File: config.mk
export PLATFORM = sky130hd
export DESIGN_NAME = tick_scheduler
export DESIGN_NICKNAME = d
export VERILOG_FILES = /design/src/rtl/tick_scheduler.sv
export SDC_FILE = /design/constraint.sdc
export NUM_CORES = 1
export LEC_CHECK = 0
export CAP_MARGIN = 20
export CORE_MARGIN = 1
export CORE_UTILIZATION = 52
export DETAILED_ROUTE_END_ITERATION = 12
export HOLD_SLACK_MARGIN = 0.12
export PLACE_DENSITY = 0.83
export SETUP_SLACK_MARGIN = 0.02
export SYNTH_ARGS = -nofsm -noshare
export SYNTH_HDL_FRONTEND = slang
export SYNTH_SLANG_ARGS = --single-unit
File: constraint.sdc
create_clock -name clk -period 2.39 [get_ports clk]
set_input_delay 0.239 -clock clk [delete_from_list [all_inputs] [get_ports clk]]
set_output_delay 0.239 -clock clk [all_outputs]
set_load 0.005 [all_outputs]
File: src/rtl/tick_scheduler.sv
// Shared interval timer: grants one prescaled timebase to one of four requesters at a time.
// Define TICK_SCHED_RR_EN for round-robin arbitration; otherwise req[0] has fixed highest priority.
module tick_scheduler #(
  parameter int unsigned TICK_TARGET = 50000000,
  parameter int unsigned CNT_W       = 26,
  parameter int unsigned DUR_W       = 8
) (
  input  logic               clk,
  input  logic               Reset,
  input  logic [3:0]         req,
  input  logic [4*DUR_W-1:0] dur,
  output logic [3:0]         gnt,
  output logic [3:0]         done,
  output logic               busy,
  output logic [DUR_W-1:0]   remaining,
  output logic               tick
);

  typedef enum logic [1:0] {IDLE, RUN, DONE} state_t;

  localparam logic [CNT_W-1:0] TICK_LAST = CNT_W'(TICK_TARGET - 1);
  localparam logic [CNT_W-1:0] TICK_PRE  = CNT_W'(TICK_TARGET - 2);
  localparam logic [DUR_W-1:0] DUR_ONE   = DUR_W'(1);

  state_t             state;
  logic [CNT_W-1:0]   prescaler;
  logic [1:0]         owner;
  logic [1:0]         pick;
  logic [1:0]         idx;
  logic               found;
  logic [DUR_W-1:0]   dur_sel;

`ifdef TICK_SCHED_RR_EN
  logic [1:0]         last;
`endif

  always_comb begin
    found   = 1'b0;
    pick    = '0;
    idx     = '0;
    dur_sel = '0;
    for (int unsigned k = 0; k < 4; k++) begin
`ifdef TICK_SCHED_RR_EN
      idx = last + 2'(k + 1);
`else
      idx = 2'(k);
`endif
      if (!found && req[idx]) begin
        found = 1'b1;
        pick  = idx;
      end
    end
    for (int unsigned k = 0; k < 4; k++) begin
      if (pick == 2'(k)) dur_sel = dur[k*DUR_W +: DUR_W];
    end
  end

  always_ff @(posedge clk or posedge Reset) begin
    if (Reset) begin
      state     <= IDLE;
      gnt       <= '0;
      done      <= '0;
      busy      <= 1'b0;
      remaining <= '0;
      tick      <= 1'b0;
      prescaler <= '0;
      owner     <= '0;
`ifdef TICK_SCHED_RR_EN
      last      <= 2'd3;
`endif
    end else begin
      done <= '0;
      tick <= 1'b0;
      case (state)
        IDLE: begin
          if (found) begin
            state     <= RUN;
            gnt       <= 4'b0001 << pick;
            owner     <= pick;
            busy      <= 1'b1;
            remaining <= dur_sel;
            prescaler <= '0;
`ifdef TICK_SCHED_RR_EN
            last      <= pick;
`endif
          end
        end
        RUN: begin
          if (!req[owner]) begin
            state     <= IDLE;
            gnt       <= '0;
            busy      <= 1'b0;
            remaining <= '0;
            prescaler <= '0;
          end else if (remaining == '0) begin
            // Zero-delay grant: gnt is visible for one cycle, then completes without ticking.
            state     <= DONE;
            done      <= gnt;
            gnt       <= '0;
            prescaler <= '0;
          end else if (prescaler == TICK_LAST) begin
            prescaler <= '0;
            if (remaining == DUR_ONE) begin
              state     <= DONE;
              done      <= gnt;
              gnt       <= '0;
              remaining <= '0;
            end else begin
              remaining <= remaining - DUR_ONE;
            end
          end else begin
            prescaler <= prescaler + CNT_W'(1);
            // Registered tick lines up with the cycle where prescaler holds its last value.
            tick      <= (prescaler == TICK_PRE);
          end
        end
        DONE: begin
          state <= IDLE;
          busy  <= 1'b0;
        end
        default: begin
          state     <= IDLE;
          gnt       <= '0;
          busy      <= 1'b0;
          remaining <= '0;
          prescaler <= '0;
        end
      endcase
    end
  end

endmodule

==> impl_metrics.csv <==
group,metric,value,unit
drt,finalWirelength,7.60,mm
synth,syn_inst,315,
drt,drtIter0Drc,227,
setup_path,worstRegToRegCells,6,
sta,skew,0.00598,ns
clock_network,clk_pin_slew,0.09,ns
power,peakVddDrop,0.000557,V
synth,synth_area_per_cell,9.06,µm²
drt,vias,2777,
setup_path,max_stage_delay,0.45,ns
synth,ys.flop_type,"dfrtp_1",
setup_path,endpoint_kind,"flop",
drt,wire_per_inst,16.6,µm
run,drv_cap,0,
global_routing,grt.overflow.total,0,
power,seq_power_share,35.9,%
global_routing,grt_pass1_wl,12.5,mm
clock_network,postCtsSetupBuffers,0,
clock_network,cts_tree,"built",
cells_and_area,num-fill-cells,401,
floorplanning,die_height,76.1,µm
clock_network,clock_path_buffers,2,
setup_path,critPathArrivalTime,2.32,ns
sta,setup_viol,0,
clock_network,htree_levels,2,
setup_path,r2r_setup_slack,0.25,ns
synth,synthArstFlopShare,100,%
cells_and_area,final_util,71.1,%
sta,worst_pin_slew,0.485,ns
synth,ys_warn_count,0,
cells_and_area,diodes,0,
setup_path,path_max_fanout,6,
synth,post-synth-top-count-cell,"dfrtp_1",
global_routing,grt.total_usage,27.1,%
worst_hold_path,holdCritPathClass,"input port to async pin",
power,p_per_area,832,nW/µm²
power,finalPower,0.00308,W
clock_network,ctsHoldBuffers,0,
sta,clock.fmax,468,MHz
power,p_int,0.00187,W
floorplanning,coreArea,5200,µm²
global_routing,grt_max_degree,25,
synth,synth_area_leaders,"dfrtp_1, nor2_1, xnor2_1",
synth,ys_seq_elements,48,
clock_network,cts_sinks,48,
synth,synth-seq-area-share,42.1,%
cells_and_area,drive_gt1_share,11.1,%
global_routing,grt_antenna_before_repair,0,
setup_path,slowest_stage,"dfrtp_1",
synth,synth-edff-count,0,
sta,rsz0062_at_grt,"no",
clock_network,cts_buffers,5,
sta,hold_viol,0,
setup_path,startpoint_type,"flop",
global_routing,first_global_vias,2482,
power,power_frac_comb,47.3,%
clock_network,clock-root-buffer,"clkbuf_8",
floorplanning,core.rowCount,26,
sta,slew_viol_final,0,
power,p_clk_share,16.8,%
power,swShare,39.1,%
place,gp_congestion,0.889,
sta,max-slew-margin-rel,67.5,%
cells_and_area,area_growth,29.6,%
outcome,outcome,"finished clean",
floorplanning,die-area,5790,µm²
sta,min_period,2.14,ns
synth,yosys-top-cells-count,"dfrtp_1, nor2_1, nand2_1, inv_1",
power,switchingPower,0.00120,W
clock_network,worstSkewPairLatency,0.30,ns
drt,post-route-drc-count,0,
drt,postRouteAntennaNets,0,
synth,synth_top_area_share,42.1,%
synth,yosysUniqueCellTypes,57,
setup_path,cp_cell_sequence,"nor4_1 > buf_4 > nand4_1 > nor3_1 > o21ai_1 > mux2_2",
synth,syn_area,2860,µm²
place,port_buffers,55,
floorplanning,initial_core_util,54.9,%
drt,via_per_inst,6.06,
cells_and_area,nNetsFinal,429,
setup_path,crit_type,"flop to flop",
drt,drt_first_pass_iters,5,
power,p_leak,1.51,nW
sta,period_share,89.4,%
floorplanning,fp.dieW,76.1,µm
synth,syn-num-nets,357,
place,post-dp-hpwl,5.94,mm
synth,synth_top_area_cell,"dfrtp_1",
setup_path,critPathRequiredTime,2.58,ns
sta,setup_tns,0,ns
floorplanning,num_io_pins,56,
-- flip-flops by register name, indices dropped and copies added (netlist names) --
name,flops
busy,1
done,4
gnt,4
owner,2
prescaler,26
remaining,8
state,2
tick,1
-- what timing repair did --
| item | in CTS | in global routing |
|---|---|---|
| endpoints found under the hold margin | 0 | 0 |
| setup endpoints to repair | 3 | 0 |
| gates resized for setup | 1 | 0 |
-- cell families (layout without fill, tap and decap cells) --
kind of cell | count (synthesis) | in the layout | synth area share [%]
simple gates | 144 | 144 | 26.9
fa+ha+maj | 4 | 4 | 1.75
xor+xnor | 21 | 21 | 6.44
flops | 48 | 48 | 42.1
mux | 3 | 3 | 1.10
compound gates | 68 | 68 | 17.8
buf+inv | 27 | 100 | 3.94
-- power groups by stage --
stage	logic [W]	clock network, W	registers, W
after floorplan	0.000848	0	0.00109
after global placement	0.00141	0	0.00111
after detailed placement	0.00143	0	0.00112
after CTS	0.00144	0.000519	0.00110
after global routing	0.00157	0.000545	0.00112
final	0.00146	0.000517	0.00110
-- through the flow --
| step | cells | area, µm² | setup slack, ns | hold WS (ns) |
|---|---|---|---|---|
| global route | 458 | 3700 | 0.0793 | 0.186 |
| floorplan | 315 | 2860 | 0.288 | 0.481 |
| global placement | 450 | 3600 | 0.0683 | 0.473 |
| CTS | 458 | 3700 | 0.282 | 0.165 |
| detailed placement | 450 | 3600 | 0.00782 | 0.481 |
| finish | 458 | 3700 | 0.252 | 0.150 |
-- placed cells by master (no fill, tap or decap), types with 10 or more instances in the layout --
cell type / n
buf_4: 22
clkdlybuf4s50_1: 55
dfrtp_1: 48
inv_1: 14
nand2_1: 21
nand3_1: 11
nand4_1: 12
nor2_1: 41
nor3_1: 11
o21ai_0: 12
o22ai_1: 10
xnor2_1: 12
-- area by class of cell --
class | instances | area, µm² | share of cell area, %
multi-input combinational | 240 | 1540 | 41.7
sequential | 48 | 1200 | 32.5
timing repair buffer | 77 | 716 | 19.3
tap | 70 | 87.6 | 2.37
clock buffer | 6 | 82.6 | 2.23
inverter | 15 | 56.3 | 1.52
clock inverter | 2 | 13.8 | 0.372
-- per-layer routing --
layer	up-vias	GRT usage (%)	part of all wire, %
li1	1313	-	-
met1	1349	40.0	46
met2	102	42.4	48
met3	13	3.11	4.7
met4	0	6.73	1.5
met5	-	0	0
-- worst max-delay path: cells and delay by family, from the launching register on --
kind                   cells  cell delay (ns)
and+or+nand+nor            3             0.84
DFF                        1             0.45
muxes                      1             0.33
AOI/OAI and AO/OA          1             0.23
buffers and inverters      1             0.19
-- final timing paths --
check,to,start
max,gnt[0],prescaler[7]
min in group clk,done[2],gnt[2]
max reg2reg,gnt[0],prescaler[7]
min reg2reg,done[2],gnt[2]
max in group asynchronous,state[0],Reset
min,prescaler[23],Reset
(Power assumes the default switching activity.)
==> RTL change 1, RTL diff (config.mk and constraints unchanged) <==
Add a define of `TICK_SCHED_RR_EN`.
--- a/src/rtl/tick_scheduler.sv
+++ b/src/rtl/tick_scheduler.sv
@@ -1,4 +1,6 @@
 // Shared interval timer: grants one prescaled timebase to one of four requesters at a time.
 // Define TICK_SCHED_RR_EN for round-robin arbitration; otherwise req[0] has fixed highest priority.
+`define TICK_SCHED_RR_EN
+
 module tick_scheduler #(
   parameter int unsigned TICK_TARGET = 50000000,
Check against the original RTL: not equivalent (a bounded check fails within 4 cycles, from zero or initial values and one cycle with Reset high).
==> RTL change 1 against the unedited design <==
Sequential share of layout area down 0.16 points. Maximum frequency down 4.9%. Sequential cell count up 2. Setup slack worse by 0.11 ns. Critical path depth down 1. Power up 14%. Synthesized cell count up 4.1%. Cell area up 4.9%. Area after synthesis up 4.6%. Cell count up 3.7%. Wire length down 6.2%. Sequential power up 9%.
==> RTL change 1: results (changes against the unedited design) <==
Clock network
  • H-tree level count: 2 (unchanged)
  • Num CTS Buffers: 5 (unchanged)
  • Worst-Skew Late Latency: 0.30 ns (about the same)
  • Post-CTS setup buffer count: 0 (unchanged)
  • CTS clk-pin slew, worst paths: 0.09 ns (about the same)
  • Max Buffers Root-to-Sink: 2 (unchanged)
  • Clk root buf: clkbuf_8

Global routing
  • First-pass GRT wire length: 12.5 mm (+0.33%)
  • Pin count of the biggest net entering global routing: 51 (+100%)
  • Tot GR Track Use: 0.260 (-0.0103)
  • Initial antenna violation count: 0 (unchanged)

Placed design
  • Placed insts: 467 (+3.8%)
  • Gpl congestion: 0.819 (-7.9%)
  • HPWL Detailed: 5.33 mm (-10%)
  • IO Port Bufs: 55 (unchanged)

Layout
  • Regs by FF count: prescaler x26, remaining x8
  • N_diodes: 0 (unchanged)
  • Share of cells above drive strength 1: 0.124 (+0.0132)
  • Fill count: 419 (+4.5%)
  • Nets@finish: 445 (+3.7%)
  • Finished Layout Cells: 475 (+3.7%)

Yosys
  • Post-synth top cells: dfrtp_1 (48), nand2_1 (42), nor2_1 (34), inv_1 (17), nand3_1 (16)
  • Syn. warnings: 0 (unchanged)
  • Share of the yosys chip area belonging to registers: 0.420 (-0.000910)
  • Area contributors post-synth: dfrtp_1 (40%), nand2_1 (5.3%), nor2_1 (4.3%), mux2i_1 (4.0%), xor2_1 (3.8%)
  • Mean post-synth cell area: 9.11 um^2 (+0.46%)
  • Mapped Nets: 371 (+3.9%)
  • Cell variety after synth: 58 (+1.8%)
  • Async S/R FF share, synth: 1.00 (unchanged)

Detailed routing
  • DR top layer: met4
  • 1st-iter DRT viols: 242 (+6.6%)
  • DR WL/cell: 15.0 um (-9.6%)
  • Wire length on met2: 3.61 mm (-1.3%)
  • Via Count: 2765 (-0.43%)
  • Metal1 wirelength: 3.04 mm (-12%)
  • WL met3: 350 um (-2.5%)
  • DR pass1 iterations: 4 (-1)

Worst setup path
  • Crit path max fanout: 8 (+2)
  • CP arrival: 2.44 ns (+0.12 ns)
  • CP max stage delay: 0.47 ns (+0.02 ns)
  • Slowest library cell on the worst path: or3_1
  • Delay-heaviest family, CP: simple AND/OR/NAND/NOR gates

STA
  • Final setup violating endpoints: 0 (unchanged)
  • Worst Clk Skew: 0.00998 ns (+0.00400 ns)
  • Relative slew slack: 0.551 (-0.124)

Min path
  • Hold WC Path Type: primary input to async pin

Status
  • Run status: finished, final reports clean

Power
  • Worst-case vdd ir drop: 593 uV (+6.4%)
  • LEAKAGE: 1.70 nW (+13%)
## RTL change 1: cells by family (layout without fill, tap and decap cells)
group / after synthesis / count (layout) / synth area share
compound gates: 55 / 55 / 0.128
flops: 50 / 50 / 0.420
xor+xnor: 17 / 17 / 0.0499
simple gates: 156 / 156 / 0.274
buf+inv: 26 / 101 / 0.0356
mux: 19 / 19 / 0.0716
fa+ha+maj: 5 / 5 / 0.0209
## RTL change 1: worst min-delay path, delay by kind of cell
kind | cells | cell delay, ns
buffers and inverters | 3 | 0.73
## RTL change 1: layout make-up
| class | instances | area [um^2] | area share |
|---|---|---|---|
| multi-input combinational | 252 | 1630 | 0.421 |
| sequential | 50 | 1250 | 0.323 |
| timing repair buffer | 76 | 733 | 0.189 |
| tap | 72 | 90.1 | 0.0232 |
| clock buffer | 7 | 76.3 | 0.0197 |
| inverter | 17 | 63.8 | 0.0164 |
| clock inverter | 1 | 30.0 | 0.00774 |
## RTL change 1: per-stage QoR
| step | power [W] | util | worst slack, ns | cell area [um^2] |
|---|---|---|---|---|
| 2_1_floorplan | 0.00220 | - | 0.277 | 2990 |
| 3_3_place_gp | 0.00286 | 0.685 | 0.0578 | 3770 |
| 3_5_place_dp | 0.00291 | 0.685 | -0.0527 | 3770 |
| 4_1_cts | 0.00351 | 0.704 | 0.148 | 3880 |
| 5_1_grt | 0.00374 | 0.705 | 0.0745 | 3880 |
| 6_report | 0.00351 | 0.705 | 0.142 | 3880 |
## RTL change 1: worst paths after layout
check / start / endpoint / slack (ns) / depth (start not counted)
max: prescaler[7]$_DFFE_PP0P_ / remaining[1]$_DFFE_PP0P_ / 0.14 / 5
min: Reset / remaining[4]$_DFFE_PP0P_ / 0.29 / 3
max reg2reg: prescaler[7]$_DFFE_PP0P_ / remaining[1]$_DFFE_PP0P_ / 0.14 / 5
min reg2reg: prescaler[25]$_DFFE_PP0P_ / prescaler[25]$_DFFE_PP0P_ / 0.50 / 1
max in group asynchronous: Reset / last[1]$_DFFE_PP1P_ / 1.80 / 3
min in group clk: prescaler[25]$_DFFE_PP0P_ / prescaler[25]$_DFFE_PP0P_ / 0.50 / 1
## RTL change 1: power breakdown
group | total (W) | internal, W | switching (W)
sequential | 0.00120 | 0.00102 | 0.000175
combinational | 0.00173 | 0.000845 | 0.000882
clock | 0.000592 | 0.000314 | 0.000278
total | 0.00351 | 0.00218 | 0.00133
## RTL change 1: metal layers
metal | vias to the layer above | GRT usage
met1 | 1345 | 0.326
li1 | 1325 | -
met5 | - | 0
met4 | 0 | 0.0962
met2 | 78 | 0.450
met3 | 17 | 0.0435
## RTL change 1: timing repair
item | CTS | global route
hold buffers | 0 | 0
resized for setup | 0 | 1
endpoints found under the setup margin | 0 | 1
==> RTL change 2, RTL diff (same flow settings) <==
Made on the original files. Make the reset (`Reset`) synchronous in one clocked block.
--- a/src/rtl/tick_scheduler.sv
+++ b/src/rtl/tick_scheduler.sv
@@ -56,5 +56,5 @@
   end
 
-  always_ff @(posedge clk or posedge Reset) begin
+  always_ff @(posedge clk) begin
     if (Reset) begin
       state     <= IDLE;
Behaviour: differs if Reset is asserted again (counterexample within 4 cycles, from zero or initial values and one cycle with Reset high); with Reset held inactive, the same outputs for 10 cycles.
==> RTL change 2 against the unedited design <==
Area after synthesis rose by 0.44%. Wire length grew 19%. Clock skew decreased by 0.0032 ns. Sequential cell count is the same. Worst hold slack gained 0.34 ns. Cell area grew 5.1%. Setup slack worse by 0.18 ns. Non-clock buffer count increased by 21. Sequential share of layout area decreased by 7.8 points. Critical path type unchanged. Highest routed layer unchanged.
Power is not compared: it rests on default switching activity, and its combinational part moved more than twofold at a synthesized area within 25%.
==> RTL change 2: results (changes against the unedited design) <==
Worst setup path
  • CP arrival: 2.52 ns (+0.20 ns)
  • Crit path max fanout: 4 (-2)
  • Reg2reg setup slack: 0.07 ns (-0.18 ns)
  • Slowest library cell on the worst path: or3b_2
  • CP endpoint: gnt[0]$_SDFFE_PP0P_

Yosys
  • Post-synthesis xor/xnor area fraction: 0.00305 (-0.0614)
  • Most repeated cell in the gate-level netlist after synthesis: dfxtp_1
  • Synth Cell Area: 2870 um^2 (+0.44%)
  • Compound-gate portion of the synthesized area: 0.271 (+0.0930)
  • Async S/R FF share, synth: 0 (-1.00)
  • Mux contribution to synthesized area: 0.0223 (+0.0113)
  • Cell variety after synth: 58 (+1.8%)
  • Post-synth top cells: dfxtp_1 (48), nor2_1 (33), nand2_1 (32), a21oi_1 (23), nand3_1 (20)
  • Adder-Cell Fraction of Synth Area: 0.0175 (-0.0000765)

Global routing
  • First-pass GRT wire length: 14.7 mm (+18%)
  • Tot GR Track Use: 0.316 (+0.0451)
  • Number of global-route vias before repair: 3069 (+24%)

STA
  • Worst Clk Skew: 0.00281 ns (-0.00317 ns)
  • Post-layout min period: 2.32 ns (+0.179 ns)

Status
  • Run status: finished, final reports clean

Placed design
  • Gpl congestion: 1.00 (+12%)
  • HPWL Detailed: 6.77 mm (+14%)
  • Place WS: -0.146 ns (-0.153 ns)
  • Placed insts: 502 (+12%)

Detailed routing
  • 1st-iter DRT viols: 304 (+34%)
  • DR WL/cell: 17.8 um (+7.1%)

Layout
  • Nets@finish: 482 (+12%)
  • Share of cells above drive strength 1: 0.188 (+0.0774)
[RTL change 2: cell count changes after synthesis, moves of 9 or more]
| cell | unedited run | this run |
|---|---|---|
| dfrtp_1 | 48 | 0 |
| dfxtp_1 | 0 | 48 |
| a21oi_1 | 8 | 23 |
| a31oi_1 | 2 | 14 |
| xnor2_1 | 12 | 0 |
| nand2_1 | 21 | 32 |
| o221a_2 | 0 | 10 |
| nand3_1 | 11 | 20 |
[RTL change 2: cell families (layout without fill, tap and decap cells)]
kind of cell    count (synthesis)  count (layout)
xor+xnor                        1               1
simple gates                  157             157
mux                             5               5
buf+inv                        36             125
compound gates                101             101
flops                          48              48
fa+ha+maj                       4               4
[RTL change 2: cell type report]
| type | count | area share |
|---|---|---|
| well taps | 70 | 0.0225 |
| clock inverters | 3 | 0.00547 |
| inverters | 19 | 0.0183 |
| multi-input cells | 268 | 0.461 |
| clock buffers | 5 | 0.0177 |
| repair buffers | 98 | 0.228 |
| flip-flops and latches | 48 | 0.247 |
[RTL change 2: per-stage QoR]
step           total power [W]  hold WS [ns]  utilization
3_3_place_gp           0.00153         0.467        0.724
4_1_cts                0.00204         0.496        0.741
3_5_place_dp           0.00155         0.473        0.724
5_1_grt                0.00216         0.516        0.747
6_report               0.00206         0.488        0.747
2_1_floorplan          0.00123         0.442            -
[RTL change 2: per-layer routing]
| layer | vias up | GRT usage | part of all wire |
|---|---|---|---|
| li1 | 1532 | - | - |
| met1 | 1516 | 0.398 | 0.41 |
| met2 | 180 | 0.539 | 0.48 |
| met3 | 41 | 0.0491 | 0.079 |
| met4 | 0 | 0.123 | 0.033 |
| met5 | - | 0 | 0 |
[RTL change 2: what timing repair did]
action,4_1_cts,5_1_grt
resized for setup,0,4
endpoints found under the setup margin,0,13
endpoints found under the hold margin,0,0
buffers inserted,0,1
